==> src/rtl/mem_ctrl_pkg.sv <==
// Shared types and constants for the byte-wide multicycle memory controller.
package mem_ctrl_pkg;

    localparam int WAIT_CNT_W = 4;

    typedef enum logic [1:0] {
        IDLE   = 2'b00,
        WAIT   = 2'b01,
        ACCESS = 2'b10,
        DONE   = 2'b11
    } state_e;

endpackage

==> src/rtl/mem_ctrl_ram.sv <==
// Single-port synchronous byte array: registered write and registered read, no reset.
module mem_ctrl_ram #(
    parameter int WIDTH = 8,
    parameter int DEPTH = 256,
    parameter int AW    = 8
) (
    input  logic             clk,
    input  logic             we,
    input  logic             re,
    input  logic [AW-1:0]    a,
    input  logic [WIDTH-1:0] d,
    output logic [WIDTH-1:0] q
);

    logic [WIDTH-1:0] mem [DEPTH];

    always_ff @(posedge clk) begin
        if (we) begin
            mem[a] <= d;
        end
        if (re) begin
            q <= mem[a];
        end
    end

endmodule

==> src/rtl/mem_ctrl.sv <==
// Multicycle memory controller with configurable wait states in front of a synchronous RAM.
// Optional sticky protocol-error flag enabled by defining MEM_CTRL_ERR_EN.
module mem_ctrl
    import mem_ctrl_pkg::*;
#(
    parameter int WIDTH       = 8,
    parameter int DEPTH       = 256,
    parameter int WAIT_STATES = 2
) (
    input  logic             clk,
    input  logic             rst,
    input  logic             memread,
    input  logic             memwrite,
    input  logic [WIDTH-1:0] adr,
    input  logic [WIDTH-1:0] writedata,
    output logic [WIDTH-1:0] memdata,
    output logic             mem_ready,
    output logic             busy
`ifdef MEM_CTRL_ERR_EN
    ,
    output logic             err
`endif
);

    localparam int AW = (DEPTH > 1) ? $clog2(DEPTH) : 1;
    localparam logic [31:0] DEPTH_L = 32'(DEPTH);
    localparam logic [WAIT_CNT_W-1:0] WAIT_LOAD =
        (WAIT_STATES > 0) ? WAIT_CNT_W'(WAIT_STATES - 1) : '0;

    state_e                  state_q, state_d;
    logic [WAIT_CNT_W-1:0]   cnt_q, cnt_d;
    logic [WIDTH-1:0]        adr_q, adr_d;
    logic [WIDTH-1:0]        wdata_q, wdata_d;
    logic                    wr_q, wr_d;
    logic                    rdValid_q, rdValid_d;

    logic                    inRange;
    logic                    ramWe;
    logic                    ramRe;
    logic [WIDTH-1:0]        ramQ;

    assign inRange = (32'(adr_q) < DEPTH_L);
    // A reset on the ACCESS edge must keep the write from committing.
    assign ramWe   = (state_q == ACCESS) && wr_q && inRange && !rst;
    assign ramRe   = (state_q == ACCESS) && !wr_q && inRange;

    always_comb begin
        state_d   = state_q;
        cnt_d     = cnt_q;
        adr_d     = adr_q;
        wdata_d   = wdata_q;
        wr_d      = wr_q;
        rdValid_d = rdValid_q;
        unique case (state_q)
            IDLE: begin
                if (memread || memwrite) begin
                    adr_d   = adr;
                    wdata_d = writedata;
                    wr_d    = memwrite;
                    cnt_d   = WAIT_LOAD;
                    state_d = (WAIT_STATES > 0) ? WAIT : ACCESS;
                end
            end
            WAIT: begin
                if (cnt_q == '0) begin
                    state_d = ACCESS;
                end else begin
                    cnt_d = cnt_q - 1'b1;
                end
            end
            ACCESS: begin
                // Out-of-range reads present zero through the output mux.
                if (!wr_q) begin
                    rdValid_d = inRange;
                end
                state_d = DONE;
            end
            DONE: begin
                state_d = IDLE;
            end
        endcase
    end

    always_ff @(posedge clk) begin
        if (rst) begin
            state_q   <= IDLE;
            cnt_q     <= '0;
            adr_q     <= '0;
            wdata_q   <= '0;
            wr_q      <= 1'b0;
            rdValid_q <= 1'b0;
        end else begin
            state_q   <= state_d;
            cnt_q     <= cnt_d;
            adr_q     <= adr_d;
            wdata_q   <= wdata_d;
            wr_q      <= wr_d;
            rdValid_q <= rdValid_d;
        end
    end

    mem_ctrl_ram #(
        .WIDTH (WIDTH),
        .DEPTH (DEPTH),
        .AW    (AW)
    ) u_ram (
        .clk (clk),
        .we  (ramWe),
        .re  (ramRe),
        .a   (adr_q[AW-1:0]),
        .d   (wdata_q),
        .q   (ramQ)
    );

    assign memdata   = rdValid_q ? ramQ : '0;
    assign mem_ready = (state_q == DONE);
    assign busy      = (state_q != IDLE);

`ifdef MEM_CTRL_ERR_EN
    logic err_q, err_d;

    always_comb begin
        err_d = err_q;
        if (state_q == IDLE && memread && memwrite) begin
            err_d = 1'b1;
        end
        if (state_q == IDLE && (memread || memwrite) && !(32'(adr) < DEPTH_L)) begin
            err_d = 1'b1;
        end
        if (busy && (memread || memwrite) && (adr != adr_q)) begin
            err_d = 1'b1;
        end
    end

    always_ff @(posedge clk) begin
        if (rst) begin
            err_q <= 1'b0;
        end else begin
            err_q <= err_d;
        end
    end

    assign err = err_q;
`endif

endmodule

==> config.mk <==
export PLATFORM = sky130hd
export DESIGN_NAME = mem_ctrl
export DESIGN_NICKNAME = d
export VERILOG_FILES = /design/src/rtl/mem_ctrl_pkg.sv /design/src/rtl/mem_ctrl_ram.sv /design/src/rtl/mem_ctrl.sv
export SDC_FILE = /design/constraint.sdc
export NUM_CORES = 2
export LEC_CHECK = 0
export BUFFER_PORTS_ARGS = -buffer_cell sky130_fd_sc_hd__clkbuf_2
export CAP_MARGIN = 20
export CORE_ASPECT_RATIO = 1.75
export CORE_MARGIN = 2
export CORE_UTILIZATION = 46
export DETAILED_ROUTE_END_ITERATION = 8
export PLACE_DENSITY_LB_ADDON = 0.08
export SLEW_MARGIN = 30
export SYNTH_ARGS = -nofsm -noshare
export SYNTH_HDL_FRONTEND = slang
export SYNTH_SLANG_ARGS = --single-unit
==> constraint.sdc <==
create_clock -name clk -period 6.5 [get_ports clk]
set_clock_uncertainty 0.1 [all_clocks]
set_input_delay 1.625 -clock clk [delete_from_list [all_inputs] [get_ports clk]]
set_output_delay 1.625 -clock clk [all_outputs]
set_load 0.1 [all_outputs]
======== Word-level counts from Yosys, hierarchy flattened ========
Memories as Yosys holds them, arrays and structs flattened. A register that Yosys moved wholly into a read port is not among the register bits.
Cells that the tools add are included.
storage, ports and cells
  bits in writable memories ............... 2048
  output and inout bits ................... 10
  bits of input ports ..................... 20
  register bits ........................... 24
  memories ................................ 1
  word-level logic and storage cells ...... 38
operators by class
  reductions and logical operators ........ 14
  mux-type cells .......................... 9
  equal/unequal tests ..................... 6
  bitwise gates (word level) .............. 1
  add/subtract/negate cells ............... 1
memories
  memory     depth  width  read ports  clocked after memory_dff  write ports  RTL line            RTL
  u_ram.mem  256    8      1           1                         1            mem_ctrl_ram.sv:15  logic [WIDTH-1:0] mem [DEPTH];
operators with widths
  cell                 number
  $mux 4               2
  $mux 8               1
  $pmux 2 s4           1
  $pmux 4 s2           1
  $ne 2x2->1 const B   3
  $reduce_and 2->1     3
  $eq 2x2->1 const B   2
  $logic_not 4->1      1
  $mux 2               2
  $reduce_bool 2->1    2
  $sub 4x1->4 const B  1
  $logic_and 1x1->1    3
  $reduce_and 3->1     1
  $eq 2x1->1 const B   1
  $logic_not 1->1      2
  $logic_not 2->1      1
  $mux 1               2
  $logic_or 1x1->1     1
  $not 1->1            1

======== Logic depth before layout (Yosys ltp) ========
  word-level depth ........................ 5
  mapped depth ............................ 9
  mapped depth without buffers ............ 7

======== By module ========
Synthesis repeated with hierarchy kept, for this count alone.
unflattened totals
  cells, all modules ...................... 3683
  area, all modules ....................... 79720.2 um2
modules (own cells, without submodules)
  module        area an instance (um2)  cells an instance  times used  seq. area each (um2)
  mem_ctrl_ram  78572.9                 3547               1           61739.2
  mem_ctrl      1147.4                  136                1           480.5

======== Worst setup path after synthesis ========
OpenSTA, ideal clock, no wires.
  path kind ............................... reg2reg
  start point ............................. register wdata_q[0]
  end point ............................... memory u_ram.mem[0][0], data pin
  buffers on the path ..................... 0
  clock period less this slack ............ 4.353 ns
  data required time ...................... 5.544 ns
  library setup time ...................... 0.856 ns
  cell stages (with the launch flop) ...... 1
  setup slack ............................. 2.147 ns
  data arrival time ....................... 3.397 ns
  path through ............................ dfxtp_1
RTL lines
  what                    RTL line            RTL
  from (decl)             mem_ctrl.sv:33      logic [WIDTH-1:0] wdata_q, wdata_d;
  from (signal assigned)  mem_ctrl.sv:96      wdata_q <= wdata_d;
  to (decl)               mem_ctrl_ram.sv:15
Straight into the memory's write port.

==> metrics list <==
- The post-route netlist has roughly a quarter of its cells at a drive strength greater than 1.
- Synthesis instantiated 36 different standard cells from the library.
- The clock passes through at most 4 buffers.
- Of all nets on the critical path, the largest fanout is 88.
* Commonest non-fill, non-tap cells in the layout: edfxtp_1, mux4_2, nor2_1
- Wirelength, routed: just over 200000 µm
* Via density: a little over 6
* Final setup violation count: 0
- GRT Overall Usage: around 23%
* Clock Latency Late Sink: about 0.84 ns
- Antenna violations before repair: 3
- Max-slew headroom: between 20% and 30%
* Power density cells: 355.1 nW/µm²
* Count of buffers from port buffering: 29
* Number of gates resized after CTS: 0
* Global-route wire length before repair: 292000 µm
- Effective utilization at floorplan: between 40 and 50%
- After legalization and detailed placement, the total HPWL measured roughly 130000 µm.
- Yosys warning count: 0
* Share of the synthesized area in the top cell type: 77.70%
- Final count of hold timing violations: 0
- The signal on the critical path passes through buf_12 -> buf_12 -> mux4_2 -> a22oi_1 -> a21oi_1 -> o41ai_1 -> buf_4 -> nand4_1.
- Max rail drop VDD: between 0.15 and 0.2 mV
* Worst setup path class: reg -> reg
- Relative to the synthesized area, the layout overhead comes to 11.53%.
- Slowest stage delay, CP: approximately 0.95 ns
- Averaged over all synthesized cells, the footprint is between 20 and 25 µm².
* Vertical die dimension: 553.8 µm
- On the critical path the largest part of the delay comes from compound AO/OA/AOI/OAI gates.
- Maximum clock frequency: between 200 and 250 MHz
- Clock tree from TritonCTS: yes
- Synth Instances: between 3000 and 4000
* Horizontal extent of the die: 318.2 µm
- The synthesized netlist devotes about 3.8% of its cell area to compound gates.
- The final number of max-transition violations is 0.
* Static power due to leakage: 26.65 nW
- Core region area: between 150000 and 200000 µm²
- The count of nets left with antenna violations once routing finished came out at 0.
- Hold crit path type: reg -> reg
- After floorplanning, the core was divided into roughly 200 placement rows.
* Number of hold buffers added after CTS: 0
- The die covers 176200 µm².
- Total of fill cells in the finished design: 13323
* Required time worst endpoint: between 6 and 7 ns
- At the end of the flow, the number of nets in the layout was 3765.
- Dividing the final minimum period by the clock period gives roughly 70%.
- TritonCTS Sinks: about 2100
- Yosys attributes the largest share of cell area to edfxtp_1, mux4_2, a22oi_1.
* Final setup TNS: 0 ns
* Clk slew on worst S/H paths: around 0.070 ns
- Via count of the first global-routing pass: 39907
- Of the total synthesized cell area, the portion taken by full adders, half adders and majority gates is less than 1%.
* Hold Slack: 0.4133 ns
- After synthesis, the largest family of logic cells by area is multiplexers.
- Data on the critical path arrives at its endpoint at 4.95 ns.
* Share of the synthesized netlist area taken by xor and xnor gates: less than 1%
- The root buffer cell chosen for the clock tree is clkbuf_16.
- In the routed design, unresolved DRC markers number 0.
- Most Frequent Cell on Critical Path: buf_12
* RSZ-0062 raised after global routing: false
- Fraction of the mapped netlist area in simple logic gates: between 1.5 and 2%
- Setup slack on the critical path of the routed design comes to a little under 2 ns.
* Total nets after synthesis: about 3700
* Io pins: 30
- Synthesis inferred between 2000 and 2500 register bits.
- DRT Pass-1 Iters: 9
- Across all layers, the routed design uses between 30000 and 40000 vias.
- STA classifies the critical path endpoint as a flop.
- Final weighted congestion in routability-driven placement: between 0.8 and 0.9
- Before CTS, the worst setup slack after placement is 1.417 ns.
- Summed over all instances, the cell type with the most area after synthesis is edfxtp_1.
- Buffers inserted by post-CTS timing repair: 0
- Count of buffering cells on the critical path with inverters included: 3
- Sequential cells were found to cover between 70% and 80% of the synthesized design area.
- After detailed routing, the average wire length per cell comes to between 30 and 40 µm.
- After the first detailed-routing iteration, the DRC count stood at 3727.
* Pin count of the biggest net entering global routing: between 150 and 200
- Clock buffers created by TritonCTS: around 190
- Maximum Capacitance Violations: 0
* Final critical path time including I/O delays and setup: 4.544 ns
- The total overflow left after global routing is 0.
- Area of the mapped netlist: 79460 µm²
- Cell with the biggest individual delay on the critical path: dfxtp_4
* Run status: finished clean
- The H-tree was split into 4 levels.
- Proportion of synthesized area in mux cells: 14.52%
- STA classifies the critical path startpoint as a flop.
* Worst slew pin tran: 1.051 ns
- Most common library cell in the layout ignoring fill and taps: edfxtp_1
[power breakdown]
group          leakage, nW  total [W]  internal [W]  switching [W]
registers             19.1     0.0157        0.0155       0.000293
logic                 4.66    0.00472       0.00165        0.00307
clock network         2.90     0.0110       0.00624        0.00475
[layer usage]
| metal | up-vias | track usage [%] | part of all wire [%] |
|---|---|---|---|
| met5 | - | 0 | 0.013 |
| met4 | 4 | 8.477 | 3.9 |
| li1 | 15556 | - | - |
| met3 | 345 | 2.903 | 4.3 |
| met2 | 1181 | 42.56 | 55 |
| met1 | 20120 | 27.77 | 37 |
[final timing paths]
| path | startpoint | endpoint | slack [ns] | depth (start not counted) |
|---|---|---|---|---|
| min reg2reg | cnt_q[1] | cnt_q[1] | 0.41 | 2 |
| max | adr_q[1] | u_ram.q[5] | 1.96 | 8 |
| min | cnt_q[1] | cnt_q[1] | 0.41 | 2 |
| max reg2reg | adr_q[1] | u_ram.q[5] | 1.96 | 8 |
[worst min-delay path: stages, from the launching register on]
cell and delay, ns:
dfxtp_1 0.33, nand2_1 0.07, a21oi_1 0.06
[flip-flops by register name, indices dropped and copies added, names as in the netlist]
register and cells:
adr_q 8, cnt_q 4, rdValid_q 1, state_q 2, u_ram.mem 2048, u_ram.q 8, wdata_q 8, wr_q 1
[layout make-up]
class                           instances  area (µm²)  share of cell area, %
Sequential cell                      2080       62260                  70.25
Multi-Input combinational cell       1344       16360                  18.46
Clock buffer                          223        4898                  5.527
Tap cell                             2233        2794                  3.153
Timing Repair Buffer                  120        1199                  1.353
Clock inverter                        102        1091                  1.231
Inverter                                5       18.77                0.02118
Antenna cell                            1       2.502               0.002824
[synth_stat cells]
cell and instances:
edfxtp_1 2056, mux4_2 512, nor2_1 271, a22oi_1 256, a21oi_1 147, clkbuf_1 121, nand2_1 64, buf_2 53
buf_1 40, o41ai_1 32, dfxtp_1 24, and2_1 10, buf_4 9, buf_6 9, nand4_1 9, nor2b_1 9
ha_1 7, nand3_1 6, inv_1 5, a211oi_1 2, nand2b_1 2, o211ai_1 2, xor2_1 2, a21boi_0 1
and3_1 1, and4bb_2 1, mux2i_1 1, nand3b_1 1, nor3_1 1, nor4_1 1, nor4b_1 1, nor4b_2 1
o21ai_0 1, o21ai_1 1, o21bai_1 1, or2_2 1
[per-stage QoR]
step / std cells / total power, W / cell area [µm²] / util [%]
after floorplan: 3661 / 0.01899 / 79460 / -
after global placement: 5774 / 0.02065 / 82340 / 48.00
after detailed placement: 5775 / 0.02080 / 82440 / 48.06
after CTS: 6100 / 0.03169 / 88420 / 51.55
after global routing: 6108 / 0.03243 / 88620 / 51.67
final: 6108 / 0.03146 / 88620 / 51.67
[kinds of logic after synthesis]
group / count (synthesis)
mux: 513
xor+xnor: 2
buf+inv: 237
flops: 2080
compound gates: 443
fa+ha+maj: 7
simple gates: 379
Note: power is estimated with default switching activity, not from simulation.
